==> config.mk <==
export PLATFORM = sky130hd
export DESIGN_NAME = axis_packet_buffer
export DESIGN_NICKNAME = d
export VERILOG_FILES = /design/src/rtl/axis_buf_pkg.sv /design/src/rtl/axis_buf_ram.sv /design/src/rtl/axis_packet_buffer.sv
export SDC_FILE = /design/constraint.sdc
export NUM_CORES = 1
export LEC_CHECK = 0
export ABC_AREA = 1
export ABC_CLOCK_PERIOD_IN_PS = 7690
export CORE_MARGIN = 4
export CORE_UTILIZATION = 35
export DETAILED_ROUTE_END_ITERATION = 7
export GPL_TIMING_DRIVEN = 0
export SYNTH_ARGS = -nofsm -noshare
export SYNTH_HDL_FRONTEND = slang
export SYNTH_HIERARCHICAL = 1
export SYNTH_SLANG_ARGS = --single-unit
==> constraint.sdc <==
create_clock -name axis_aclk -period 7.69 [get_ports axis_aclk]
set_input_delay 1.1535 -clock axis_aclk [delete_from_list [all_inputs] [get_ports axis_aclk]]
set_output_delay 1.1535 -clock axis_aclk [all_outputs]
set_load 0.05 [all_outputs]
==> src/rtl/axis_buf_pkg.sv <==
// Shared constants and helpers for the AXI-Stream packet buffer.
package axis_buf_pkg;

   // Values accepted by the PACKET_MODE parameter
   localparam int unsigned MODE_CUT_THROUGH = 0;
   localparam int unsigned MODE_PACKET      = 1;

   // Width of a counter that must hold values 0..depth inclusive
   function automatic int unsigned cnt_width(input int unsigned depth);
      return $clog2(depth + 1);
   endfunction

endpackage

==> src/rtl/axis_buf_ram.sv <==
// Beat storage: register array, one synchronous write port, one asynchronous read port.
module axis_buf_ram
   import axis_buf_pkg::*;
#(
   parameter int unsigned WIDTH = 37,
   parameter int unsigned DEPTH = 8,
   parameter int unsigned AW    = 3
) (
   input  logic             clk_i,
   input  logic             wr_en_i,
   input  logic [AW-1:0]    wr_addr_i,
   input  logic [WIDTH-1:0] wr_data_i,
   input  logic [AW-1:0]    rd_addr_i,
   output logic [WIDTH-1:0] rd_data_o
);

   logic [WIDTH-1:0] mem_q [DEPTH];

   // Store the incoming beat; contents are deliberately not reset
   always_ff @(posedge clk_i) begin
      if (wr_en_i) begin
         mem_q[wr_addr_i] <= wr_data_i;
      end
   end

   assign rd_data_o = mem_q[rd_addr_i];

endmodule

==> src/rtl/axis_packet_buffer.sv <==
// AXI-Stream circular FIFO with cut-through or store-and-forward presentation.
module axis_packet_buffer
   import axis_buf_pkg::*;
#(
   parameter int unsigned DATA_WIDTH  = 32,
   parameter int unsigned DEPTH       = 8,
   parameter int unsigned PACKET_MODE = 0
) (
   input  logic                         axis_aclk,
   input  logic                         axis_areset,
   input  logic [DATA_WIDTH-1:0]        s01_axis_tdata,
   input  logic [DATA_WIDTH/8-1:0]      s01_axis_tstrb,
   input  logic                         s01_axis_tvalid,
   input  logic                         s01_axis_tlast,
   output logic                         s01_axis_tready,
   input  logic                         m01_axis_tready,
   output logic [DATA_WIDTH-1:0]        m01_axis_tdata,
   output logic [DATA_WIDTH/8-1:0]      m01_axis_tstrb,
   output logic                         m01_axis_tvalid,
   output logic                         m01_axis_tlast,
   output logic [$clog2(DEPTH+1)-1:0]   fill_level,
   output logic [$clog2(DEPTH+1)-1:0]   pkt_count,
   output logic                         oversize_err
);

   localparam int unsigned SW = DATA_WIDTH / 8;
   localparam int unsigned WW = DATA_WIDTH + SW + 1;
   localparam int unsigned PW = $clog2(DEPTH);
   localparam int unsigned CW = cnt_width(DEPTH);

   logic [PW-1:0] wr_ptr_q, wr_ptr_d;
   logic [PW-1:0] rd_ptr_q, rd_ptr_d;
   logic [CW-1:0] fill_q, fill_d;
   logic [CW-1:0] pkt_q, pkt_d;
   logic          release_q, release_d;
   logic          oversize_q, oversize_d;

   logic          s_ready;
   logic          m_valid;
   logic          wr_en, rd_en;
   logic          wr_last, rd_last;
   logic          head_last;
   logic          overflow_hit;
   logic [WW-1:0] wr_word, rd_word;

   // Modulo-DEPTH pointer advance; DEPTH need not be a power of two
   function automatic logic [PW-1:0] ptr_inc(input logic [PW-1:0] p);
      return (p == PW'(DEPTH - 1)) ? '0 : p + 1'b1;
   endfunction

   assign s_ready   = !axis_areset && (fill_q < CW'(DEPTH));
   assign m_valid   = !axis_areset && (fill_q != '0) &&
                      ((PACKET_MODE == MODE_CUT_THROUGH) || (pkt_q != '0) || release_q);
   assign wr_en     = s01_axis_tvalid && s_ready;
   assign rd_en     = m_valid && m01_axis_tready;
   assign head_last = rd_word[0];
   assign wr_last   = wr_en && s01_axis_tlast;
   assign rd_last   = rd_en && head_last;

   // Full with no complete packet held: the packet can never complete in
   // store-and-forward, so it is released as cut-through and flagged.
   assign overflow_hit = (PACKET_MODE == MODE_PACKET) && (fill_q == CW'(DEPTH)) && (pkt_q == '0);

   assign wr_word = {s01_axis_tdata, s01_axis_tstrb, s01_axis_tlast};

   axis_buf_ram #(
      .WIDTH (WW),
      .DEPTH (DEPTH),
      .AW    (PW)
   ) u_ram (
      .clk_i     (axis_aclk),
      .wr_en_i   (wr_en),
      .wr_addr_i (wr_ptr_q),
      .wr_data_i (wr_word),
      .rd_addr_i (rd_ptr_q),
      .rd_data_o (rd_word)
   );

   // Next-state for pointers, occupancy counters and release/error flags
   always_comb begin
      wr_ptr_d   = wr_ptr_q;
      rd_ptr_d   = rd_ptr_q;
      fill_d     = fill_q;
      pkt_d      = pkt_q;
      release_d  = release_q;
      oversize_d = oversize_q | overflow_hit;

      if (wr_en) begin
         wr_ptr_d = ptr_inc(wr_ptr_q);
      end
      if (rd_en) begin
         rd_ptr_d = ptr_inc(rd_ptr_q);
      end

      case ({wr_en, rd_en})
         2'b10:   fill_d = fill_q + 1'b1;
         2'b01:   fill_d = fill_q - 1'b1;
         default: fill_d = fill_q;
      endcase

      case ({wr_last, rd_last})
         2'b10:   pkt_d = pkt_q + 1'b1;
         2'b01:   pkt_d = pkt_q - 1'b1;
         default: pkt_d = pkt_q;
      endcase

      // overflow_hit implies no tlast is stored, so it cannot coincide with rd_last
      if (rd_last) begin
         release_d = 1'b0;
      end else if (overflow_hit) begin
         release_d = 1'b1;
      end
   end

   // State register with synchronous reset
   always_ff @(posedge axis_aclk) begin
      if (axis_areset) begin
         wr_ptr_q   <= '0;
         rd_ptr_q   <= '0;
         fill_q     <= '0;
         pkt_q      <= '0;
         release_q  <= 1'b0;
         oversize_q <= 1'b0;
      end else begin
         wr_ptr_q   <= wr_ptr_d;
         rd_ptr_q   <= rd_ptr_d;
         fill_q     <= fill_d;
         pkt_q      <= pkt_d;
         release_q  <= release_d;
         oversize_q <= oversize_d;
      end
   end

   assign s01_axis_tready = s_ready;
   assign m01_axis_tvalid = m_valid;
   assign m01_axis_tdata  = m_valid ? rd_word[WW-1:SW+1] : '0;
   assign m01_axis_tstrb  = m_valid ? rd_word[SW:1]      : '0;
   assign m01_axis_tlast  = m_valid ? head_last          : 1'b0;
   assign fill_level      = fill_q;
   assign pkt_count       = pkt_q;
   assign oversize_err    = oversize_q;

endmodule

* After elaboration in Yosys (flattened, before gate mapping)
Memory sizes are Yosys's and may differ from the RTL's. A register that Yosys moved wholly into a read port is not among the register bits.
Cells that the tools add are included.
** Cells by class
- Add/subtract/negate cells :: 6
- $lt $le $gt $ge :: 1
- Equality and inequality tests :: 6
- Mux-type cells :: 11
- Reductions and logical operators :: 10
** Operators by type and width (number)
- 2-to-1 mux 32 bit :: 1
- case mux 4 bit (2 select lines) :: 2
- 2-to-1 mux 3 bit :: 4
- adder 4 x 1 -> 4 bit (second input constant) :: 2
- subtractor 4 x 1 -> 4 bit (second input constant) :: 2
- adder 3 x 1 -> 3 bit (second input constant) :: 2
- == test 3 bit (second input constant) :: 2
- logical AND 1 bit :: 6
- == test 2 x 1 -> 1 bit (second input constant) :: 2
- == test 2 bit (second input constant) :: 2
- < comparator 4 bit (second input constant) :: 1
- 2-to-1 mux 4 bit :: 1
- nonzero test 2 bit :: 2
- nonzero test 4 bit :: 1
- 2-to-1 mux 1 bit :: 3
- logical NOT 1 bit :: 1
** Storage, ports and cells
- Flip-flop bits (word level) :: 14
- Bits in writable memories :: 296
- Input port bits :: 41
- Memories kept :: 1
** Memory list
- u_ram.mem_q :: words 8, width 37, rd ports 1, clocked after memory_dff 1, write ports 1, RTL line axis_buf_ram.sv:17 : logic [WIDTH-1:0] mem_q [DEPTH];

* Depth between registers and ports, before layout
Gate-level depths: netlist of the first run.
- Word-level depth :: 6
- Gate-level depth with buffers :: 19
- Depth with buffers taken out :: 16

* Cells and area by module
Netlist of the first run, hierarchy kept.
** Modules (own cells, without submodules)
- axis_buf_ram :: times used 1, cells an instance 1297, area an instance 13001.2 um^2, seq. area each 8888.5 um^2
- axis_packet_buffer :: times used 1, cells an instance 193, area an instance 1158.6 um^2, seq. area each 280.3 um^2

* Least setup slack after synthesis of the first run
No wires, ideal clock.
- Path kind :: input to register
- Start point :: input axis_areset
- End point :: memory u_ram.mem_q[1][0], enable pin
- Library setup time :: 0.432 ns
- Arrival time :: 3.590 ns
- Required time :: 7.258 ns
- Slack :: 3.669 ns
- Stages on the path :: 5
- Buffers on the path :: 0
- Cells stage by stage :: nor2_2 > nand2_4 > inv_2 > nand2_1 > nor2_1
** On the way
- Word-level cells in the longest chain between the ends :: 5
** RTL lines
- start: declaration :: RTL line axis_packet_buffer.sv:10 : input logic axis_areset,
- logical NOT 1 bit :: RTL line axis_packet_buffer.sv:51 : assign s_ready = !axis_areset && (fill_q < CW'(DEPTH));
- logical AND 1 bit :: RTL line axis_packet_buffer.sv:51
- logical AND 1 bit :: RTL line axis_packet_buffer.sv:54 : assign wr_en = s01_axis_tvalid && s_ready;
- named net wr_en :: RTL line axis_packet_buffer.sv:40 : logic wr_en, rd_en;
- 2-to-1 mux 1 bit :: RTL line axis_buf_ram.sv:21 : if (wr_en_i) begin
- 2-to-1 mux 1 bit (not written as such) :: RTL line axis_buf_ram.sv:22 : mem_q[wr_addr_i] <= wr_data_i;
- end: declaration :: RTL line axis_buf_ram.sv:17
The timed path passes the listed nets, and every way through them passes these cells.

* Final worst setup path of the first run
- Start point :: input axis_areset
- End point :: output m01_axis_tstrb[2]
** On the way
- Word-level cells in the longest chain between the ends :: 3
** RTL lines
- logical NOT 1 bit :: RTL line axis_packet_buffer.sv:52 : assign m_valid = !axis_areset && (fill_q != '0) &&
- logical AND 1 bit :: RTL line axis_packet_buffer.sv:52
- 2-to-1 mux 4 bit :: RTL line axis_packet_buffer.sv:137 : assign m01_axis_tstrb = m_valid ? rd_word[SW:1] : '0;
- end: declaration :: RTL line axis_packet_buffer.sv:18 : output logic [DATA_WIDTH/8-1:0] m01_axis_tstrb,
Every way passes these cells.

==> results.toml, run 1 <==
[grt]
grt_pass1_wl_mm = 52.7
grt_use_total_pct = 15.2
grt_max_degree = 26
grt_pass1_vias = 9487
antenna_found_initial = 3
grt_overflow = 0

[critical_path]
cp_max_fo = 10
cp.required_ps = 6540
cp-startpoint = "axis_areset"
critPathArrivalTime_ps = 3670
reg2reg_setup_slack_ps = 4830
crit_buf_inv = 5
r2r-start = "rd_ptr_q[1]"
worstSetupPathType = "in2out"
worstRegToRegCells = 15
cp_cell_sequence = "clkdlybuf4s50_1 > inv_1 > nand2_1 > buf_4 > buf_4 > nor2_1 > clkdlybuf4s50_1"
r2r_end = "pkt_count[2]"
crit_path_end_kind = "primary output"
crit_path_start_kind = "primary input"
cp.depth = 7
worst_path_max_delay_cell = "clkdlybuf4s50_1"
crit_family = "buffers and inverters"
critPathCapture = "m01_axis_tstrb[2]"
cpPeakStageDelay_ps = 880

[synthesis]
yosys_warnings = 6
async_flop_share_pct = 0
syn_inst = 1490
syn_area_um2 = 14200
yosys.area.top_type = "edfxtp_1"
synth-edff-count = 296
yosys.cell_types.count = 29
syn_nets = 1540
ys_seq_area_share_pct = 64.8
synthTopCellsByArea = "edfxtp_1 (63%), nand2_1 (13%), inv_1 (9.3%)"
synth_top_area_share_pct = 62.8
syn_avg_cell_area_um2 = 9.50
synth_ff_type = "edfxtp_1"
ys_seq_elements = 310

[final_layout]
num-fill-cells = 3848
area_growth_pct = 20.3
nets = 1673
final_core_util_pct = 42.8
post_route_cells_drive_above_1_share_pct = 7.63
instances_no_fill = 2177

[placed_design]
dpl_worst_slack_ps = 2850
gp_congestion = 0.761
dp_cells = 2110
place.port_buffers = 87
hpwl_mm = 22.0

[clock_network]
cts_htree_levels = 2
ctsResizeCount = 0
clkSlewWorstSetupHoldPaths_ps = 50
clock-sinks = 310
cts_tree = "done"
hold_buffers = 0
clk_latency_ps = 520
cts_buffer_depth = 3
cts_made_buffers = 36
root_buffer = "clkbuf_16"
post_cts_buffers = 0

[die]
dieArea_um2 = 43700
core_area_um2 = 39800
fp-row-count = 73
dieHeight_um = 209
initial_core_util_pct = 35.6
chipWidth_um = 209
io_pins = 89

[routing]
detail-route-antenna-nets = 0
drc_errors = 0
vias = 9665
wire_per_inst_um = 15.5
drt_first_pass_iters = 5
drt_iter0_drc = 700
via_per_inst = 4.44
wirelength_mm = 33.8

[timing]
fin_tns_setup_ps = 0
slew_headroom_pct = 39.1
skew_ps = 17.6
hold_viol_final = 0
min_period_over_period_pct = 62.7
rsz0062_at_grt = "no"
setup_viol = 0
clock.fmax_ghz = 0.207
fin_crit_ps = 4820
worst_slew_pin_slew_ps = 912
worst_slack_ps = 2870
drv_slew = 0

[pwr]
internal_power_mw = 3.11
max-vdd-ir-drop_v = 0.000120
p_leak_nw = 7.77
fin_total_pwr_mw = 4.36
p_clk_share_pct = 36.6
seqPwrFrac_pct = 43.7
power.share.switching_pct = 28.6
power_switching_mw = 1.25
p_comb_share_pct = 19.7
power_density_nw_per_um2 = 256

[worst_hold_path]
hold_path_class = "reg2reg"
whs_path_depth = 2

[outcome]
status = "finished, final reports clean"

[run]
cap_violations = 0
placed cells by master (no fill, tap or decap), types with 10 or more instances in the layout:
cell type	instances
buf_4	10
clkbuf_16	37
nand2_1	508
clkdlybuf4s50_1	87
clkbuf_1	15
buf_6	11
nor2_1	53
edfxtp_1	296
dfxtp_1	14
nand3_1	160
inv_1	352
buf_2	29
synthesized netlist by cell type, types with 2 or more instances:
master / n
a21oi_1: 4
buf_1: 4
buf_2: 29
buf_4: 10
buf_6: 11
clkbuf_1: 5
dfxtp_1: 14
edfxtp_1: 296
ha_1: 9
inv_1: 352
inv_2: 2
nand2_1: 508
nand3_1: 160
nand4_1: 2
nor2_1: 61
nor2_2: 2
o21ai_0: 4
o31ai_1: 3
xor2_1: 4
per-layer routing:
metal / GRT usage [%] / up-vias / routed length (um)
met5: 0 / - / 21
met2: 26.3 / 230 / 16300
met3: 2.43 / 53 / 1730
met1: 20.4 / 4523 / 15200
met4: 3.38 / 4 / 581
li1: - / 4855 / -
how the worst min path moves through the flow:
| stage | startpoint | end | slack (ps) |
|---|---|---|---|
| floorplan | rd_ptr_q[0] | rd_ptr_q[0] | 470 |
| global placement | rd_ptr_q[2] | rd_ptr_q[2] | 500 |
| detailed placement | rd_ptr_q[2] | rd_ptr_q[2] | 510 |
| CTS | rd_ptr_q[2] | rd_ptr_q[2] | 520 |
| global route | rd_ptr_q[2] | rd_ptr_q[2] | 540 |
| finish | rd_ptr_q[2] | rd_ptr_q[2] | 510 |
through the flow:
stage	cell area, um2	hold slack, ps
floorplan	14200	471
global placement	15700	497
detailed placement	15900	510
CTS	17000	518
global route	17000	535
finish	17000	511
cells by family after synthesis:
kind of cell	synth area share, %
compound gates	0.442
xor+xnor	0.309
fa+ha+maj	0.795
buf+inv	12.4
flops	64.8
other cells	0.0265
simple gates	21.2
state kept, by name, summed over array words and instances, names as in the netlist:
register     cells
rd_ptr_q         3
pkt_count        4
wr_ptr_q         3
fill_level       4
u_ram/mem_q    296
layout make-up:
type	instances	area [um2]	share of cell area [%]
sequential	310	9170	53.8
clock inverter	19	143	0.837
antenna	1	2.50	0.0147
clock buffer	47	963	5.66
buffer	62	427	2.51
inverter	355	1340	7.84
multi-input combinational	763	3290	19.3
timing repair buffer	95	1050	6.14
tap	525	657	3.86
worst register-to-register path: cells and delay by family, from the launching register on:
family                   cells  cell delay (ps)
buffers and inverters        4              770
adder cells (fa/ha/maj)      2              460
AO/OA/AOI/OAI                2              210
flip-flops                   1              450
XOR/XNOR                     2              390
AND/OR/NAND/NOR              5              490
power groups by stage:
stage	Sequential, mW	Combinational (mW)	Clock, mW
3_3_place_gp	1.94	0.850	0
3_5_place_dp	1.94	0.871	0
2_1_floorplan	1.96	0.550	0
4_1_cts	1.91	0.875	1.64
5_1_grt	1.91	0.951	1.71
6_report	1.91	0.861	1.60
Power figures use the tool's default switching activity.
==> inputs of run 2 (changes only) <==
Settings changed: ABC_CLOCK_PERIOD_IN_PS 7690 to 4200.
Clock period 7.69 ns to 4.2 ns, I/O delays scaled along.
==> results of run 2 <==
The final DEF is identical to that of run 1. Status: finished, final reports clean.
Main changes from that run: setup slack after placement 2850 ps -> 403 ps; setup slack after layout 2870 ps -> 423 ps; register-to-register setup slack 4830 ps -> 1340 ps; total power 4.36 mW -> 7.99 mW; worst IR drop on VDD 0.000120 V -> 0.000220 V
